$ cat config.mk
export PLATFORM = sky130hd
export DESIGN_NAME = halfadder
export DESIGN_NICKNAME = d
export VERILOG_FILES = /design/src/rtl/halfadder.sv
export SDC_FILE = /design/constraint.sdc
export NUM_CORES = 1
export LEC_CHECK = 0
export CAP_MARGIN = 10
export CORE_UTILIZATION = 39
export DETAILED_ROUTE_END_ITERATION = 7
export GPL_TIMING_DRIVEN = 1
export PLACE_DENSITY = 0.77
export SYNTH_ARGS = -nofsm -noshare
export SYNTH_HDL_FRONTEND = slang
export SYNTH_SLANG_ARGS = --single-unit
$ cat constraint.sdc
create_clock -name clk -period 1.47 [get_ports clk]
set_input_delay 0.3675 -clock clk [delete_from_list [all_inputs] [get_ports clk]]
set_output_delay 0.3675 -clock clk [all_outputs]
set_load 0.02 [all_outputs]
$ cat src/rtl/halfadder.sv
// Registered lane-parallel half adder with combinational taps, a one-cycle
// valid qualifier and a saturating count of valid samples that carried.
module halfadder #(
   parameter int WIDTH = 1,
   parameter int CNT_W = 8
) (
   input  logic             clk,
   input  logic             rst,
   input  logic [WIDTH-1:0] a,
   input  logic [WIDTH-1:0] b,
   input  logic             in_valid,
   output logic [WIDTH-1:0] s_comb,
   output logic [WIDTH-1:0] c_comb,
   output logic [WIDTH-1:0] s,
   output logic [WIDTH-1:0] c,
   output logic             out_valid,
   output logic [CNT_W-1:0] carry_count
);

   logic carry_event;

   assign s_comb      = a ^ b;
   assign c_comb      = a & b;
   assign carry_event = in_valid & (|c_comb);

   // s/c keep the last valid result while out_valid drops for idle cycles
   always_ff @(posedge clk or posedge rst) begin
      if (rst) begin
         s         <= '0;
         c         <= '0;
         out_valid <= 1'b0;
      end else begin
         out_valid <= in_valid;
         if (in_valid) begin
            s <= s_comb;
            c <= c_comb;
         end
      end
   end

   always_ff @(posedge clk or posedge rst) begin
      if (rst) begin
         carry_count <= '0;
      end else if (carry_event && (carry_count != '1)) begin
         carry_count <= carry_count + CNT_W'(1);
      end
   end

endmodule

==> impl_metrics.ini <==
[detailed_routing]
ant_nets = 0
drt-pass1-iter-count = 3
vias_per_cell = 4.92
vias = 453
drt_iter0_drc = 2
drcViolationCount = 0
post_drt_wl_per_cell_um = 11.8
drt_wl_total_mm = 1.09

[floorplanning]
die_width_um = 39.8
ios = 18
std_cell_rows = 13
die_h_um = 39.8
core_area_mm2 = 0.00132
dieArea_mm2 = 0.00158
initial_core_util_pct = 42.3

[clock_tree]
cts_hold_buf = 0
clock_latency_ns = 0.27
clockRootBuffer = clkbuf_4
clock_sinks = 11
htree_levels = 1
cts_setup_buffers = 0
cts_tree = built
clockBufferDepth = 2
numCtsBuffers = 3
cts.clk_slew.worst_paths_ns = 0.07

[global_routing]
grt_usage_pct = 17.3
grt_pass1_wl_mm = 1.73
grt_pass1_vias = 415
antenna_found_initial = 0
grt_max_degree = 12
grt-ovfl-total = 0

[timing]
slew_violations = 0
period_share_pct = 96.6
whs_ns = 0.382
skew_ns = 0.00228
period_needed_ns = 1.42
finalSetupViolCount = 0
rsz0062_at_grt = false
relSlewSlack_pct = 72.4
max_freq_mhz = 704
hold_viol_final = 0
tightest_slew_ns = 0.414
fin_ws_ns = 0.0498

[yosys]
yosys.area.top_type_share_pct = 49.4
syn_area_um2 = 557
syn_area_per_cell_um2 = 12.1
synth_top_area_cell = dfrtp_1
synth.distinct_cells = 24
syn-instance-count = 46
synth_edf_count = 0
synth_area_leaders = dfrtp_1 (49%), mux2_2 (6.1%), ha_1 (4.5%), nand4_4 (3.8%), nor3_2 (3.6%)
ys_seq_elements = 11
synth_common_cells = dfrtp_1 (11), nor2_1 (4), inv_1 (3), mux2_2 (3), nand2_1 (3)
yosys_warnings = 0
async_flop_share_pct = 100
synth_nets = 53
yosysMostFrequentCell = dfrtp_1
synthFlopType = dfrtp_1
synth_seq_area_share_pct = 49.4

[final_layout]
finalInstanceArea_um2 = 860
drive_above_1_share_pct = 40.3
syn_to_final_growth_pct = 54.4
final_net_count = 85
postLayoutCoreUtil_pct = 65.2
antennaDiodeCount = 0

[power_and_ir_drop]
powerDensity_mw_per_mm2 = 1530
total_leakage_power_uw = 0.000411
peakVddDrop_uv = 1010

[placement]
routabilityCongestion = 0.685
hpwl_um = 843
io_buffers = 17
post_dp_cell_area_um2 = 836
place_ws_ns = -0.581

[setup_path]
crit_required_ns = 1.62
path_max_fanout = 4
critPathLaunchType = register
worstSetupPathType = reg -> reg
cp.arrival_ns = 1.57
critPathCaptureType = register

[outcome]
status = completed

[job]
cap_violations = 0

[min_path]
hp-class = in -> async
-- layout make-up --
class | count | area (um2)
clock buffer | 4 | 26.3
sequential | 11 | 278
fill | 115 | 458
multi-input combinational | 32 | 302
inverter | 3 | 11.3
tap | 15 | 18.8
timing repair buffer | 27 | 224
-- registers in the layout, summed over array words and instances, names as in the netlist --
register	flops
c	1
s	1
carry_count	8
out_valid	1
-- metal layers --
metal  routed length (um)  vias up  GRT usage, %
met2                  553       15          27.0
met1                  469      215          20.6
met3                   54        2          5.11
met5                    0        -             0
met4                   10        0          10.3
li1                     -      221             -
-- through the flow --
step           cells  setup TNS, ns  power (uW)
2_1_floorplan     46              0         825
3_3_place_gp      88          -3.35        1150
4_1_cts           92              0        1310
5_1_grt           92              0        1400
3_5_place_dp      88          -3.49        1180
6_report          92              0        1310
-- kinds of logic after synthesis --
group,share of synthesized area [%]
mux,8.76
simple gates,25.8
xor+xnor,3.15
buf+inv,2.02
flops,49.4
compound gates,6.29
fa+ha+maj,4.49
-- power by group --
| part | leakage (uW) | switching, uW | internal (uW) | total (uW) |
|---|---|---|---|---|
| Clock | 0.0000150 | 100 | 105 | 205 |
| Combinational | 0.000263 | 371 | 276 | 647 |
| Sequential | 0.000134 | 65.0 | 397 | 462 |
-- final timing paths --
kind                                                  from                         end  slack [ns]  cells after the start
worst max-delay path            carry_count[1]$_DFFE_PP0P_  carry_count[1]$_DFFE_PP0P_        0.05                      4
worst min-delay path                                   rst               s$_DFFE_PP0P_        0.38                      2
worst max register to register  carry_count[1]$_DFFE_PP0P_  carry_count[1]$_DFFE_PP0P_        0.05                      4
worst min register to register               s$_DFFE_PP0P_               s$_DFFE_PP0P_        0.51                      1
max in group asynchronous                              rst  carry_count[0]$_DFFE_PP0P_        0.77                      2
min in group clk                                  in_valid         out_valid$_DFF_PP0_        0.38                      2
-- what timing repair did --
action / 4_1_cts / 5_1_grt
pin swaps: 1 / 3
setup endpoints to repair: 18 / 3
gates resized for setup: 22 / 5
gates cloned: 0 / 0
-- worst max-delay path, cell delays in order, from the launching register on --
cell and delay (ns):
dfrtp_2 0.40, ha_1 0.25, nand3_4 0.12, o21ai_2 0.18
mux2_2 0.35
-- cells in the final DEF, fill, tap and decap left out, drive strengths merged, types with 3 or more instances in the layout --
| cell | n |
|---|---|
| nand3 | 3 |
| nor3 | 3 |
| clkbuf | 4 |
| dlygate4sd2 | 13 |
| nor2 | 5 |
| inv | 3 |
| buf | 12 |
| nand2 | 3 |
| dfrtp | 11 |
| mux2 | 4 |
Power figures use the tool's default switching activity.
